## config.mk

```make
export PLATFORM = sky130hd
export DESIGN_NAME = sw_cond
export DESIGN_NICKNAME = d
export VERILOG_FILES = /design/src/rtl/sw_cond.sv
export SDC_FILE = /design/constraint.sdc
export NUM_CORES = 1
export LEC_CHECK = 0
export CORE_ASPECT_RATIO = 1.2
export CORE_MARGIN = 2
export CORE_UTILIZATION = 56
export DETAILED_ROUTE_END_ITERATION = 8
export PLACE_DENSITY = 0.89
export SLEW_MARGIN = 20
export SYNTH_ARGS = -nofsm -noshare
export SYNTH_HDL_FRONTEND = slang
export SYNTH_SLANG_ARGS = --single-unit
```

## constraint.sdc

```tcl
create_clock -name clk -period 2.55 [get_ports clk]
set_clock_uncertainty 0.1 [all_clocks]
set_input_delay 0.51 -clock clk [delete_from_list [all_inputs] [get_ports clk]]
set_output_delay 0.51 -clock clk [all_outputs]
set_load 0.01 [all_outputs]
```

## src/rtl/sw_cond.sv

```systemverilog
// sw_cond: switch conditioner for the single-cycle CPU board top.
// Synchronises and debounces the raw slide switches, produces per-switch
// rise/fall pulses, and generates the CPU clock-enable tick. The tick is
// either free-running (fast/slow period) or single-stepped from a switch.

module sw_cond #(
    parameter int SW_W          = 16,
    parameter int DB_TICK       = 1_000_000,
    parameter int TICK_FAST     = 2**25,
    parameter int TICK_SLOW     = 2**27,
    parameter int SPEED_BIT     = 15,
    parameter int STEP_MODE_BIT = 10,
    parameter int STEP_BIT      = 9
) (
    input  logic            clk,
    input  logic            rstn,
    input  logic [SW_W-1:0] sw_i,
    output logic [SW_W-1:0] sw_o,
    output logic [SW_W-1:0] sw_rise_o,
    output logic [SW_W-1:0] sw_fall_o,
    output logic            cpu_tick_o
);

    localparam int DBW  = $clog2(DB_TICK);
    localparam int TMAX = (TICK_SLOW > TICK_FAST) ? TICK_SLOW : TICK_FAST;
    localparam int TCW  = $clog2(TMAX);

    localparam logic [DBW-1:0] DB_LAST   = DBW'(DB_TICK - 1);
    localparam logic [TCW-1:0] FAST_LAST = TCW'(TICK_FAST - 1);
    localparam logic [TCW-1:0] SLOW_LAST = TCW'(TICK_SLOW - 1);

    logic [SW_W-1:0] sync1;
    logic [SW_W-1:0] sync2;
    // hist0 is the most recent stored sample, hist1 the one before it;
    // together with the incoming sample they form the 3-deep history.
    logic [SW_W-1:0] hist0;
    logic [SW_W-1:0] hist1;
    logic [DBW-1:0]  dbc;
    logic            strobe;
    logic [SW_W-1:0] accept;
    logic            restart;
    logic [TCW-1:0]  tc;
    logic [TCW-1:0]  tc_last;

    assign strobe  = (dbc == DB_LAST);
    // A bit flips when the incoming sample and both stored samples agree
    // on a level different from the currently reported one.
    assign accept  = strobe ? (~(sync2 ^ hist0) & ~(sync2 ^ hist1) & (sync2 ^ sw_o))
                            : '0;
    // Any accepted change of the speed or mode switch restarts the period.
    assign restart = accept[SPEED_BIT] | accept[STEP_MODE_BIT];
    assign tc_last = sw_o[SPEED_BIT] ? SLOW_LAST : FAST_LAST;

    // Two-flop synchroniser for the asynchronous switch inputs.
    always_ff @(posedge clk or negedge rstn) begin
        if (!rstn) begin
            sync1 <= '0;
            sync2 <= '0;
        end else begin
            sync1 <= sw_i;
            sync2 <= sync1;
        end
    end

    // Free-running debounce sample counter; strobe marks its last count.
    always_ff @(posedge clk or negedge rstn) begin
        if (!rstn) begin
            dbc <= '0;
        end else if (strobe) begin
            dbc <= '0;
        end else begin
            dbc <= dbc + 1'b1;
        end
    end

    // Shift the synchronised levels into the sample history on each strobe.
    always_ff @(posedge clk or negedge rstn) begin
        if (!rstn) begin
            hist0 <= '0;
            hist1 <= '0;
        end else if (strobe) begin
            hist0 <= sync2;
            hist1 <= hist0;
        end
    end

    // Debounced levels and their one-cycle edge pulses, updated together.
    always_ff @(posedge clk or negedge rstn) begin
        if (!rstn) begin
            sw_o      <= '0;
            sw_rise_o <= '0;
            sw_fall_o <= '0;
        end else begin
            sw_o      <= sw_o ^ accept;
            sw_rise_o <= accept & sync2;
            sw_fall_o <= accept & ~sync2;
        end
    end

    // CPU tick: period counter in run mode, step pulse in step mode. A
    // mode-entry pulse still present means the mode was off last cycle.
    always_ff @(posedge clk or negedge rstn) begin
        if (!rstn) begin
            tc         <= '0;
            cpu_tick_o <= 1'b0;
        end else if (restart) begin
            tc         <= '0;
            cpu_tick_o <= 1'b0;
        end else if (sw_o[STEP_MODE_BIT]) begin
            tc         <= '0;
            cpu_tick_o <= sw_rise_o[STEP_BIT] & ~sw_rise_o[STEP_MODE_BIT];
        end else if (tc == tc_last) begin
            tc         <= '0;
            cpu_tick_o <= 1'b1;
        end else begin
            tc         <= tc + 1'b1;
            cpu_tick_o <= 1'b0;
        end
    end

endmodule

```

==> flow_metrics.tcl <==
set metrics [dict create \
    dp.cells 743 \
    setup_slack_ns 0.139 \
    dp_slack_ns 0.201 \
    synth.avg_cell_area_sq_um 11.6 \
    synth_top_area_share_pct 63.0 \
    die_width_um 101 \
    min_period_over_period_pct 94.6 \
    fmaxAchievable_ghz 0.415 \
    cpMaxStageDelayCell "or2_2" \
    clock_latency_ns 0.42 \
    outcome "finished, final reports clean" \
    synth_cell_type_count 40 \
    multi_input_area_sq_mm 0.00219 \
    ys.warnings.count 0 \
    gr-usage-all-layers_pct 22.9 \
    drt_wl_total_mm 12.7 \
    nets 651 \
    n_fill_cell 720 \
    via_per_inst 5.73 \
    ff_latch_area_sq_mm 0.00400 \
    synthCells 550 \
    stdcell_area_sq_mm 0.00782 \
    maxCapViolCount 0 \
    drv_slew 0 \
    cp_data_required_time_ns 2.74 \
    end_kind "flop" \
    grt_pass1_wl_mm 21.7 \
    cts_sinks 160 \
    grt_start_max_net_pins 56 \
    antenna_found_initial 0 \
    cts_made_buffers 17 \
    initial_core_util_pct 57.6 \
    gr-total-overflow 0 \
    postLayoutCoreUtil_pct 70.9 \
    antenna_left 0 \
    cp_top_family "simple AND/OR/NAND/NOR gates" \
    path_clk_slew_ns 0.06 \
    dieArea_sq_mm 0.0122 \
    worstSetupPathType "flop to flop" \
    via_count 4443 \
    p_leak_nw 3.31 \
    dr.pass1.iters 5 \
    cts_root_buffer "clkbuf_16" \
    drc 0 \
    ir_drop_v 0.000601 \
    grt_setup_unrepaired "no" \
    cts_tree "done" \
    die_h_um 121 \
    place_congestion 0.835 \
    setup_tns_ns 0 \
    io_pins 67 \
    finalCriticalPeriod_ns 2.41 \
    ys_ff_latch 160 \
    holdWs_ns 0.248 \
    post-cts-setup-buffers 0 \
    area_delta_synth_final_pct 23.1 \
    critPathBufInv 1 \
    drtIter0Drc 219 \
    syn_nets 570 \
    row_count 42 \
    grt_pass1_vias 4678 \
    p_per_area_mw_per_mm2 664 \
    ys_seq_area_share_pct 63.0 \
    diodes 0 \
    fp.coreArea_sq_mm 0.0110 \
    arrival_ns 2.61 \
    hold_viol 0 \
    cts_htree_levels 4 \
    synth_top_cell_by_area "dfrtp_1" \
    place_area_sq_mm 0.00721 \
    path_cells "ha_1 > nand4_1 > or2_1 > or2_2 > buf_12 > o31ai_1 > o21ai_1" \
    drive_gt1_share_pct 12.1 \
    post_drt_wl_per_cell_um 16.4 \
    slew_headroom_pct 65.6 \
    setup_viol 0 \
    dp_hpwl_mm 8.27 \
    worst_path_largest_cell_delay_ns 0.42 \
    min_path_type "flop to flop" \
    clk_path_buf_depth 2 \
    start_kind "flop" \
    fin_cells 776 \
    synth_top_cells_by_area "dfrtp_1, xor2_1, nand2_1, xnor2_1, nand3_1" \
    p_total_mw 5.19 \
    syn_area_sq_mm 0.00635 \
    tightest_slew_ns 0.517 \
    io_buffers 66 \
    cp_max_fo 55 \
]
==> cells in the mapped netlist <==
library cell    n
dfrtp_1       160
nand2_1        52
nor2_1         37
nand3_1        36
o21ai_0        30
nor3_1         23
xor2_1         23
xnor2_1        21
inv_1          18
a31oi_1        15
nand2b_1       15
nand4_1        14
nor4_2         14
o21ai_1        12
o31ai_1        12
and3_1          9
nor2_4          8
buf_2           7
clkbuf_1        6
nor4_1          4
and2_1          3
nor2_2          3
nor4b_1         3
or2_2           3
or3_1           3
buf_6           2
ha_1            2
o31ai_2         2
or2_1           2
a211oi_1        1
a21oi_1         1
a31oi_2         1
and2b_1         1
and3b_1         1
and4_1          1
buf_12          1
buf_4           1
mux2_1          1
nand3b_1        1
nor2b_1         1
==> layout make-up <==
cell class                 count  share of cell area, %
inverter                      18                  0.864
multi-input combinational    355                   27.9
sequential                   160                   51.2
timing repair buffer          79                   10.2
clock inverter                14                   2.05
tap                          132                   2.11
clock buffer                  18                   5.62
==> worst paths after layout <==
check | startpoint | end | slack (ns) | cells after the start
min | sync1[0] | sync2[0] | 0.25 | 0
min reg2reg | sync1[0] | sync2[0] | 0.25 | 0
max | dbc[0] | sw_o[2] | 0.14 | 7
max in group asynchronous | rstn | sync2[7] | 1.09 | 3
max reg2reg | dbc[0] | sw_o[2] | 0.14 | 7
min in group asynchronous | rstn | sw_fall_o[7] | 0.52 | 2
==> routing by layer <==
| metal | routed length (um) | GRT usage (%) | vias up |
|---|---|---|---|
| met3 | 575 | 6.24 | 21 |
| met5 | 0 | 0 | - |
| li1 | - | - | 2073 |
| met1 | 5150 | 28.3 | 2233 |
| met2 | 6810 | 38.7 | 116 |
| met4 | 206 | 8.02 | 0 |
==> logic make-up (layout without fill, tap and decap cells) <==
group                    Yosys count  after routing  synth area share (%)
AO/OA/AOI/OAI                     74             74                  6.99
XOR/XNOR                          44             44                  6.06
adder cells (fa/ha/maj)            2              2                 0.394
buffers and inverters             35            129                  2.76
flip-flops                       160            160                  63.0
multiplexers                       1              1                 0.177
AND/OR/NAND/NOR                  234            234                  20.6
==> timing repair <==
item,CTS,global route
resized for setup,0,1
endpoints found under the hold margin,50,0
endpoints found under the setup margin,0,1
hold buffers,1,0
==> layout by cell type (no fill, tap or decap), types with 2 or more instances in the layout <==
master	n
nor4_2	14
xnor2_1	21
bufinv_16	2
nand4_1	14
and2_1	3
or2_2	4
dfrtp_1	160
clkbuf_16	17
clkinvlp_4	3
clkinv_4	6
nor4_1	4
nor3_1	23
nand2_1	52
o31ai_2	3
inv_1	18
nor4b_1	3
or3_1	3
o21ai_0	30
nor2_1	37
a31oi_1	15
xor2_1	23
ha_1	2
nor2_2	2
nand3_1	36
and3_1	9
nor2_4	9
buf_12	3
o21ai_1	12
clkdlybuf4s50_1	65
buf_4	9
nand2b_1	15
o31ai_1	11
==> worst reg2reg max path: stages, from the launching register on <==
cell,delay (ns)
dfrtp_1,0.40
ha_1,0.23
nand4_1,0.17
or2_1,0.32
or2_2,0.42
buf_12,0.22
o31ai_1,0.32
o21ai_1,0.12
==> flip-flops by register name (all words and copies together), names as in the netlist <==
signal      flops
dbc            20
sw_rise_o      16
sw_o           16
sync2          16
tc             27
sync1          16
cpu_tick_o      1
hist1          16
sw_fall_o      16
hist0          16
==> where the power goes <==
group          internal [mW]  total, mW  switching [mW]
sequential              2.56       2.59          0.0240
clock                   1.48       2.52            1.04
combinational         0.0313     0.0839          0.0525
total                   4.08       5.19            1.11
No activity file was read; power rests on OpenSTA's default activity.
==> edit: new RTL, config.mk and constraints unchanged <==
The parameter `DB_TICK` goes from 1_000_000 to 500_000.
--- a/src/rtl/sw_cond.sv
+++ b/src/rtl/sw_cond.sv
@@ -5,7 +5,7 @@
 
 module sw_cond #(
     parameter int SW_W          = 16,
-    parameter int DB_TICK       = 1_000_000,
+    parameter int DB_TICK       = 500_000,
     parameter int TICK_FAST     = 2**25,
     parameter int TICK_SLOW     = 2**27,
     parameter int SPEED_BIT     = 15,
Formal check against the unedited RTL: same outputs for any inputs over 10 cycles, from zero or initial values and one cycle with rstn low; that may be too few to reach the edited logic, so the function may still have changed.
==> edit against the unedited design <==
  * Power grew 2.7%
  * Largest cell class unchanged
  * Design area down 1.8%
  * Via count increased by 1.1%
  * Synthesized area down 2.1%
  * Final cell count shrank 2.1%
  * Wire length grew 4.1%
  * Clock power increased by 6%
  * Setup slack worse by 0.0015 ns
  * First-iteration DRC count rose by 30%
  * Sequential cell count decreased by 1
==> edit: results (changes against the unedited design) <==
| Metric | Value |
|---|---|
| Static Leak | 3.28 nW (-1.1%) |
| Worst Hold Path Cells | 0 (unchanged) |
| Worst-Skew Late Latency | 0.42 ns (about the same) |
| Largest stage delay on the critical path | 0.57 ns (+0.15 ns) |
| CTS root buf | clkbuf_16 |
| Register area share after synthesis | 0.639 (+0.00928) |
| Post-synth top cells | 159 x dfrtp_1, 52 x nand2_1, 42 x nor2_1 |
| Synth Flop Type | dfrtp_1 |
| Seq power | roughly 2.6 mW |
| Adder-cell share of the synthesized area | 0.00402 (+0.0000831) |
| Mapped Nets | 556 (-2.5%) |
| Clk. pwr | 2.67 mW (+6%) |
| Post CTS Setup Buffer Count | 0 (unchanged) |
| WL/cell | 17.5 µm (+6.3%) |
| Worst-Margin Slew | 0.683 ns (+0.167 ns) |
| Clock transition at path regs | 0.06 ns (about the same) |
| Clock Power Share | 0.502 (+0.017) |
| Gr usage total | 0.243 (+0.0144) |
| Fillers | 714 (-0.83%) |
| Nets | 635 (-2.5%) |
| Critical path launch point | dbc[6] |
| DR iter-0 viols | 285 (+30%) |
| Post-synthesis compound-gate area fraction | 0.0840 (+0.0141) |
| First-pass GRT wire length | 22.5 mm (+3.9%) |
| Max rail drop VDD | 400 µV (-33%) |
| Total CTS buffers | 17 (unchanged) |
| Outcome | completed |
| IO Port Bufs | 66 (unchanged) |
| Pin count of the biggest net entering global routing | 57 (+1.8%) |
| Post-synthesis mux area share | 0.00161 (-0.000164) |
| Drt pass-1 iters | 5 (unchanged) |
| Worst hold start | sync1[4] |
| Vias in the first global route | 4,766 (+1.9%) |
| Synth area leaders | dfrtp_1 64%, xor2_1 3.2%, nand2_1 3.1% |
| Fraction of layout cells with a size suffix above 1 | 0.102 (-0.0192) |
| Largest regs | tc (27), dbc (19) |
| Hold WC Path Type | register to register |
| CP Max Fanout | 41 (-25%) |
| H-tree levels | 4 (unchanged) |
| Net switching power | 1.15 mW (+2.9%) |
| Via count | 4,491 (+1.1%) |
| Asr flop ratio synth | 1.00 (unchanged) |
| Initial antenna violation count | 0 (unchanged) |
| Hpwl dp | 7.97 mm (-3.6%) |
| Yosys warns | 0 (unchanged) |
| Post-Synth XOR/XNOR Area | 0.0535 (-0.00716) |
| Maximum clock insertion buffer count | 2 (unchanged) |
| Antenna Cells | 0 (unchanged) |
| Critical path's slowest cell | or4_1 |
| GPL Wtd Cong | 0.848 (+1.5%) |
| CP arrival | 2.59 ns (-0.02 ns) |
| Top Family by Delay on Critical Path | simple AND/OR/NAND/NOR gates |
| FF-to-FF path depth | 6 (-1) |
edit: cell count changes after synthesis, sizes merged, moves of 4 or more:
cell and change:
or2 -5, nor2 -6, nand4 -4, xnor2 -6, o21ai +6, buf +5
clkbuf -5, nor3 -5, and4 +5
edit: final cells by class:
class                      instances  area, µm²  share of cell area
multi-input combinational        343       2050               0.267
inverter                          17       63.8             0.00831
clock buffer                      18        439              0.0572
clock inverter                    14        195              0.0254
sequential                       159       3980               0.518
tap                              132        165              0.0215
timing repair buffer              77        785               0.102
edit: kinds of logic (layout without fill, tap and decap cells):
group | count (synthesis) | in the layout
and+or+nand+nor | 214 | 214
DFF | 159 | 159
AOI/OAI and AO/OA | 88 | 88
xor gates and xnor gates | 38 | 38
buffers and inverters | 34 | 126
adders and majority gates | 2 | 2
muxes | 1 | 1
edit: final timing paths:
kind,slack (ns),to
min in group asynchronous,0.52,sync2[4]
min reg2reg,0.25,sync2[4]
max,0.14,sw_o[1]
max reg2reg,0.14,sw_o[1]
min,0.25,sync2[4]
max in group asynchronous,1.17,hist0[10]
edit: through the flow:
step | worst slack (ns) | cells | hold slack [ns] | cell area (µm²)
2_1_floorplan | 0.595 | 536 | 0.114 | 6220
3_5_place_dp | 0.312 | 727 | 0.237 | 7040
5_1_grt | 0.0188 | 760 | 0.251 | 7680
4_1_cts | 0.177 | 760 | 0.251 | 7680
6_report | 0.137 | 760 | 0.249 | 7680
3_3_place_gp | 0.457 | 727 | 0.232 | 7040
edit: repair_timing:
action | in CTS | in global routing
hold endpoints to repair | 53 | 0
gates resized for setup | 0 | 0
hold buffers | 1 | 0
edit: metal layers:
metal | global-route usage | share of wire
met1 | 0.288 | 0.40
met4 | 0.145 | 0.039
met2 | 0.397 | 0.52
met5 | 0 | 0
met3 | 0.0628 | 0.041
